### src/rtl/lut_cfg_if.sv
//------------------------------------------------------------------------------
// lut_cfg_if : config-load and evaluation signals of lut_cfg_ctrl
// Revision   : 1.0  initial release
//------------------------------------------------------------------------------
`default_nettype none

interface lut_cfg_if #(
   parameter int NUM_LUTS = 4
);
   logic                    start_i;
   logic                    cfg_valid_i;
   logic                    cfg_ready_o;
   logic [15:0]             cfg_data_i;
   logic                    cfg_par_i;
   logic                    lut_valid_i;
   logic [4*NUM_LUTS-1:0]   lut_i;
   logic                    lut_valid_o;
   logic [NUM_LUTS-1:0]     lut_o;
   logic                    busy_o;
   logic                    done_o;
   logic                    err_o;

   modport master (
      output start_i, cfg_valid_i, cfg_data_i, cfg_par_i, lut_valid_i, lut_i,
      input  cfg_ready_o, lut_valid_o, lut_o, busy_o, done_o, err_o
   );

   modport slave (
      input  start_i, cfg_valid_i, cfg_data_i, cfg_par_i, lut_valid_i, lut_i,
      output cfg_ready_o, lut_valid_o, lut_o, busy_o, done_o, err_o
   );
endinterface

`default_nettype wire

### src/rtl/lut_cfg_ctrl.sv
//------------------------------------------------------------------------------
// lut_cfg_ctrl : loads NUM_LUTS 16-entry truth tables and evaluates them.
// Optional parity checking on config words: define LUT_CFG_PARITY_EN.
// Revision     : 1.0  initial release
//------------------------------------------------------------------------------
`default_nettype none

module lut_cfg_ctrl #(
   parameter int NUM_LUTS = 4
) (
   input  wire logic clk_i,
   input  wire logic rst_i,
   lut_cfg_if.slave  bus
);

   localparam int CNT_W = (NUM_LUTS > 1) ? $clog2(NUM_LUTS) : 1;
   localparam logic [CNT_W-1:0] C_LAST_WORD = CNT_W'(NUM_LUTS - 1);

   typedef enum logic [1:0] {
      ST_IDLE = 2'd0,
      ST_LOAD = 2'd1,
      ST_RUN  = 2'd2,
      ST_ERR  = 2'd3
   } state_t;

   state_t               r_state;
   state_t               w_state_nxt;
   logic [CNT_W-1:0]     r_cnt;
   logic [CNT_W-1:0]     w_cnt_nxt;
   logic                 w_wr_en;
   logic                 w_hs;
   logic                 w_par_err;
   logic [NUM_LUTS-1:0]  w_eval;
   logic                 w_eval_en;
   logic                 r_lut_valid;
   logic [NUM_LUTS-1:0]  r_lut;

`ifdef LUT_CFG_PARITY_EN
   assign w_par_err = ^{bus.cfg_data_i, bus.cfg_par_i};
`else
   logic w_unused_par;
   assign w_unused_par = bus.cfg_par_i;
   assign w_par_err    = 1'b0;
`endif

   assign w_hs      = bus.cfg_valid_i && (r_state == ST_LOAD);
   assign w_eval_en = bus.lut_valid_i && (r_state == ST_RUN);

   always_ff @(posedge clk_i or posedge rst_i) begin
      if (rst_i) begin
         r_state <= ST_IDLE;
         r_cnt   <= '0;
      end else begin
         r_state <= w_state_nxt;
         r_cnt   <= w_cnt_nxt;
      end
   end

   // start_i wins over a handshake on the same edge; that word is dropped.
   always_comb begin
      w_state_nxt = r_state;
      w_cnt_nxt   = r_cnt;
      w_wr_en     = 1'b0;
      case (r_state)
         ST_IDLE: begin
            if (bus.start_i) begin
               w_state_nxt = ST_LOAD;
               w_cnt_nxt   = '0;
            end
         end
         ST_LOAD: begin
            if (bus.start_i) begin
               w_cnt_nxt = '0;
            end else if (w_hs) begin
               if (w_par_err) begin
                  w_state_nxt = ST_ERR;
               end else begin
                  w_wr_en = 1'b1;
                  if (r_cnt == C_LAST_WORD) begin
                     w_state_nxt = ST_RUN;
                  end else begin
                     w_cnt_nxt = r_cnt + CNT_W'(1);
                  end
               end
            end
         end
         ST_RUN, ST_ERR: begin
            if (bus.start_i) begin
               w_state_nxt = ST_LOAD;
               w_cnt_nxt   = '0;
            end
         end
         default: begin
            w_state_nxt = ST_IDLE;
            w_cnt_nxt   = '0;
         end
      endcase
   end

   // One table register per LUT, each owning its own evaluation mux.
   for (genvar k = 0; k < NUM_LUTS; k++) begin : g_table
      logic [15:0] r_word;

      always_ff @(posedge clk_i or posedge rst_i) begin
         if (rst_i) begin
            r_word <= '0;
         end else if (w_wr_en && (r_cnt == CNT_W'(k))) begin
            r_word <= bus.cfg_data_i;
         end
      end

      assign w_eval[k] = r_word[bus.lut_i[4*k +: 4]];
   end

   always_ff @(posedge clk_i or posedge rst_i) begin
      if (rst_i) begin
         r_lut_valid <= 1'b0;
         r_lut       <= '0;
      end else begin
         r_lut_valid <= w_eval_en;
         if (w_eval_en) begin
            r_lut <= w_eval;
         end
      end
   end

   assign bus.cfg_ready_o = (r_state == ST_LOAD);
   assign bus.busy_o      = (r_state == ST_LOAD);
   assign bus.done_o      = (r_state == ST_RUN);
   assign bus.lut_valid_o = r_lut_valid;
   assign bus.lut_o       = r_lut;
`ifdef LUT_CFG_PARITY_EN
   assign bus.err_o       = (r_state == ST_ERR);
`else
   assign bus.err_o       = 1'b0;
`endif

endmodule

`default_nettype wire

### src/flat_wrapper.sv
// flat-port wrapper written by rule: the top's interface ports become plain ports
module lut_cfg_ctrl_flat 
#(
   parameter int NUM_LUTS = 4
)
  (clk_i, rst_i, bus_start_i, bus_cfg_valid_i, bus_cfg_data_i, bus_cfg_par_i, bus_lut_valid_i, bus_lut_i, bus_cfg_ready_o, bus_lut_valid_o, bus_lut_o, bus_busy_o, bus_done_o, bus_err_o);
  lut_cfg_if #(.NUM_LUTS(NUM_LUTS)) bus_i ();
  input  wire logic clk_i;
  input  wire logic rst_i;
  input wire logic [$bits(bus_i.start_i)-1:0] bus_start_i;
  input wire logic [$bits(bus_i.cfg_valid_i)-1:0] bus_cfg_valid_i;
  input wire logic [$bits(bus_i.cfg_data_i)-1:0] bus_cfg_data_i;
  input wire logic [$bits(bus_i.cfg_par_i)-1:0] bus_cfg_par_i;
  input wire logic [$bits(bus_i.lut_valid_i)-1:0] bus_lut_valid_i;
  input wire logic [$bits(bus_i.lut_i)-1:0] bus_lut_i;
  output wire logic [$bits(bus_i.cfg_ready_o)-1:0] bus_cfg_ready_o;
  output wire logic [$bits(bus_i.lut_valid_o)-1:0] bus_lut_valid_o;
  output wire logic [$bits(bus_i.lut_o)-1:0] bus_lut_o;
  output wire logic [$bits(bus_i.busy_o)-1:0] bus_busy_o;
  output wire logic [$bits(bus_i.done_o)-1:0] bus_done_o;
  output wire logic [$bits(bus_i.err_o)-1:0] bus_err_o;
  assign bus_i.start_i = bus_start_i;
  assign bus_i.cfg_valid_i = bus_cfg_valid_i;
  assign bus_i.cfg_data_i = bus_cfg_data_i;
  assign bus_i.cfg_par_i = bus_cfg_par_i;
  assign bus_i.lut_valid_i = bus_lut_valid_i;
  assign bus_i.lut_i = bus_lut_i;
  assign bus_cfg_ready_o = bus_i.cfg_ready_o;
  assign bus_lut_valid_o = bus_i.lut_valid_o;
  assign bus_lut_o = bus_i.lut_o;
  assign bus_busy_o = bus_i.busy_o;
  assign bus_done_o = bus_i.done_o;
  assign bus_err_o = bus_i.err_o;
  lut_cfg_ctrl #(.NUM_LUTS(NUM_LUTS)) u_core (.clk_i(clk_i), .rst_i(rst_i), .bus(bus_i));
endmodule
### config.mk
export PLATFORM = sky130hd
export DESIGN_NAME = lut_cfg_ctrl_flat
export DESIGN_NICKNAME = d
export VERILOG_FILES = /design/src/rtl/lut_cfg_if.sv /design/src/rtl/lut_cfg_ctrl.sv /design/src/flat_wrapper.sv
export SDC_FILE = /design/constraint.sdc
export NUM_CORES = 1
export LEC_CHECK = 0
export ABC_AREA = 0
export CAP_MARGIN = 10
export CORE_ASPECT_RATIO = 0.6
export CORE_UTILIZATION = 50
export CTS_BUF_LIST = sky130_fd_sc_hd__clkbuf_2
export CTS_CLUSTER_DIAMETER = 40
export DETAILED_ROUTE_END_ITERATION = 6
export GPL_ROUTABILITY_DRIVEN = 1
export GPL_TIMING_DRIVEN = 0
export PLACE_DENSITY = 0.78
export SLEW_MARGIN = 20
export SYNTH_ARGS = -nofsm -noshare
export SYNTH_HDL_FRONTEND = slang
export SYNTH_SLANG_ARGS = --single-unit
### constraint.sdc
create_clock -name clk_i -period 6.8 [get_ports clk_i]
set_input_delay 1.36 -clock clk_i [delete_from_list [all_inputs] [get_ports clk_i]]
set_output_delay 1.36 -clock clk_i [all_outputs]
set_load 0.1 [all_outputs]
### Word-level counts from Yosys, hierarchy flattened

Cells that the tools add are included.
W data, S select, Z words.

* reduce and logical (&&, ||, !) cells: 11
* order comparisons: 4
* equality and inequality tests: 12
* mux-type cells: 21
* $add $sub $neg: 1

Operator list (count)
* $lt A4 B5 Y1 const B: 4
* $bmux W1 S4: 4
* $mux W2: 8
* $eq A2 B2 Y1 const B: 4
* $pmux W2 S2: 2
* $mux W1: 7
* $logic_and A1 B1 Y1: 6
* $ne A2 B1 Y1 const B: 3
* $eq A2 B1 Y1 const B: 2
* $logic_not A2 Y1: 2
* $reduce_and A4 Y1: 1
* $ne A3 B2 Y1 const B: 1
* $ne A3 B3 Y1 const B: 1
* $reduce_and A3 Y1: 1
* $reduce_or A3 Y1: 1
* $add A2 B1 Y2 const B: 1
* $ne A2 B2 Y1 const B: 1

* input bits: 38
* output and inout port bits: 9
* word-level logic and storage cells: 57
* bits in registers: 73

### Logic depth before layout (Yosys ltp)

* depth after elaboration: 6
* depth in mapped cells: 5

### Least setup slack after synthesis

No wires, ideal clock.

* kind: register to output
* start point: reg u_core.r_state[0]
* end point: out bus_cfg_ready_o
* path buffers: 1
* required time: 5440 ps
* stages on the path, launching flop included: 3
* setup slack: 3144 ps
* data arrival time: 2296 ps
* cell sequence: dfrtp_1 -> nor2b_1 -> buf_4

* word-level cells in the longest chain between the ends: 1

Ends and longest elaborated chain
* start, declared: RTL line lut_cfg_ctrl.sv:26 `state_t r_state;`
* start signal, assigned: RTL line lut_cfg_ctrl.sv:54 `r_state <= w_state_nxt;`
* $eq A2 B1 Y1
* end, declared: RTL line flat_wrapper.sv:16 `output wire logic [$bits(bus_i.cfg_ready_o)-1:0] bus_cfg_ready_o;`

Every way passes these cells.

### Final worst setup path

* start point: reg u_core.r_state[0]
* end point: out bus_cfg_ready_o

* word-level cells in the longest chain between the ends: 1

Ends and longest elaborated chain
* $eq A2 B1 Y1: RTL line lut_cfg_ctrl.sv:127 `assign bus.cfg_ready_o = (r_state == ST_LOAD);`

Every way passes these cells.

==> qor.txt <==
Sequential element share of the synthesized area = 52.6%
RSZ-0062 raised after global routing = false
Sum Neg Setup Slack = 0 ns
Fmax = 0.264 GHz
Share of the synthesized area in the top cell type = 52.6%
Number of buffers inserted during clock tree synthesis = 9
Core Box Area = 6710 um2
Effective utilization at floorplan = 51.8%
DRC marker count from the first detailed-route iteration = 124
Highest net fanout along the worst path = 4
Clock root buffer master = clkbuf_2
Synthesized instance count = 251
Final routed DRC violation total = 0
Setup skew after layout = 0.0158 ns
Number of top-level pins = 47
Port buffer count = 37
Worst Setup Path Type = reg -> out
Global-route wire length before repair = 11,200 um
Die Wd = 110 um
Total number of H-tree levels = 3
R2r worst-path depth = 5
CP Data Required Time = 5.44 ns
Latest clock arrival within the worst-skew pair = 0.53 ns
Antenna diodes = 0
Final critical-path share of the clock period = 55.6%
Outcome = finished clean
Overall die area = 7290 um2
Routed WL per cell = 18.1 um
Min Clock Period, post-route = 3.78 ns
Area overhead of the layout relative to synthesis = 18.0%
Detailed Routing Iterations Pass 1 = 5
Combined area of the multi-input logic cells = 1530 um2
Worst vdd ir = 0.165 mV
Number of global-route vias before repair = 2,127
Type of the tightest min-delay check = reg -> reg
Maximum number of pins on one net before global-route repair = 61
Global-route usage over all layers = 22.0%
Number of nets produced by synthesis = 293
Number of warnings printed during yosys synthesis = 0
Number of hold violations in the final report = 0
Half-perimeter wire length after detailed placement = 5300 um
Slew margin rel. = 35.0%
Arrival time reported for the critical path endpoint = 2.42 ns
Largest buffer count on any clock path = 2
Sinks on Clock Net = 73
Non-Filler Cell Area, Final = 4100 um2
Post-CTS clock slew at the launch and capture registers of the worst setup and hold paths = 0.20 ns
Number of buffers added to fix hold violations after cts = 0
Post-CTS setup repair buffer count = 0
Number of synthesized register bits = 73
Mean post-synth cell area = 13.8 um2
Resize count post-CTS = 0
Number of stages on the worst hold path = 1
Clock tree from TritonCTS = built
Register Area = 1830 um2
Drt total wl = 7080 um
Endpoint type of the worst setup path = output port
Cell area after synthesis = 3470 um2
Final setup viols = 0
Leak Pwr = 0.00185 uW
Gp weighted congestion = 0.792
Startpoint type of the worst setup path = flip-flop
Filler Cell Count = 546
Antenna violations before repair = 0
Standard-cell rows = 23
Share of final-layout standard cells stronger than drive strength 1 = 34.8%
Cell Pwr Density = 280 nW/um2
Vias per inst = 5.54
Final Max Tran Viols = 0
Total overflow reported by the global router = 0
Net count, final = 342
Post-synth cell types = 30
Post-detailed-placement cell area = 3980 um2
Vias post-DR = 2,171
# Max-Cap Violations = 0
Die extent in y = 66.6 um
Largest area contributor in the synthesized netlist = dfrtp_1
Number of antenna-violating nets in the routed design = 0
Actual slew at the worst max-slew pin = 0.972 ns
Largest cells by area after synthesis = dfrtp_1 53%, mux2_2 22%, mux2i_1 5.5%
==> metal layers <==
metal	vias up	share of wire, %	global-route usage (%)
li1	1015	-	-
met1	1095	51	31.8
met2	53	43	31.3
met3	8	5.1	6.65
met4	0	0.96	7.33
met5	-	0	0
==> report_power, final <==
part | internal (uW) | total (uW) | switching (uW) | leakage (uW)
Sequential | 561 | 625 | 63.3 | 0.000921
Clock | 83.5 | 241 | 158 | 0.0000639
Combinational | 172 | 281 | 109 | 0.000870
Total | 817 | 1150 | 330 | 0.00185
==> stage by stage <==
step	hold WS (ns)	utilization, %	setup WS (ns)	instances	total power [uW]
floorplan	0.474	-	3.14	251	834
CTS	0.527	61.1	2.94	392	1160
finish	0.528	61.1	3.02	392	1150
global route	0.543	61.1	2.88	392	1220
global placement	0.477	58.9	2.44	375	897
detailed placement	0.485	59.4	3.58	376	918
==> cells in the mapped netlist, drive strengths merged <==
cell and count:
conb 1, nand2 10, clkbuf 3, mux2i 19, nor2b 2, inv 5, nand4 4, xnor2 1
nand2b 3, a31oi 1, o21ai 2, o211ai 4, buf 10, mux2 67, dfrtp 73, a21oi 4
nand3 9, nand3b 10, a2bb2oi 1, o21a 1, clkinv 1, ha 4, mux4 5, o311ai 3
nor2 8
==> critical path, cell delays in order (launching register included) <==
cell and delay [ns]:
dfrtp_1 0.46, nor2b_1 0.20, buf_4 0.13, clkdlybuf4s50_1 1.11
==> cells by family after synthesis <==
logic type | after synthesis | share of synthesized area (%)
XOR/XNOR | 1 | 0.252
flip-flops | 73 | 52.6
AO/OA/AOI/OAI | 16 | 3.14
multiplexers | 91 | 30.5
buffers and inverters | 19 | 3.28
other | 1 | 0.108
AND/OR/NAND/NOR | 46 | 8.72
adder cells (fa/ha/maj) | 4 | 1.44
==> final timing paths <==
check                                              from                      endpoint  slack (ns)
min                        u_core.g_table[2].r_word[10]  u_core.g_table[2].r_word[10]        0.53
max reg2reg                           u_core.r_state[1]           u_core.bus.lut_o[2]        5.22
min reg2reg                u_core.g_table[2].r_word[10]  u_core.g_table[2].r_word[10]        0.53
max in group asynchronous                         rst_i  u_core.g_table[2].r_word[11]        5.16
min in group asynchronous                         rst_i           u_core.bus.lut_o[3]        1.07
max                                   u_core.r_state[0]               bus_cfg_ready_o        3.02
==> flip-flops by register name (all words and copies together), names as in the netlist <==
signal	cells
u_core.r_state	2
u_core.g_table.r_word	64
u_core.bus.lut_o	4
u_core.bus.lut_valid_o	1
u_core.r_cnt	2
==> placed cells by master (no fill, tap or decap), types with 2 or more instances in the layout <==
cell type / instances
o21ai_0: 2
nand4_1: 4
inv_1: 4
mux2_2: 67
mux4_2: 5
clkbuf_2: 9
ha_1: 4
nand2_4: 4
clkbuf_1: 3
nor2_1: 7
nor2b_1: 2
nand3b_1: 9
nand3_1: 9
buf_4: 2
nand2_1: 6
clkdlybuf4s50_1: 37
nand2b_1: 3
clkinv_2: 2
buf_6: 4
buf_2: 4
a21oi_1: 4
dfrtp_1: 73
clkinvlp_4: 3
mux2i_1: 19
o311ai_0: 3
o211ai_1: 4
==> final cells by class <==
cell class                      count  area share (%)
Sequential cell                    73            44.6
Multi-Input combinational cell    159            37.4
Tap cell                           87            2.66
Buffer                             13            2.23
Clock buffer                        9            1.10
Inverter                            6           0.611
Clock inverter                      7            1.74
Timing Repair Buffer               38            9.71
No activity file was read; power rests on OpenSTA's default activity.
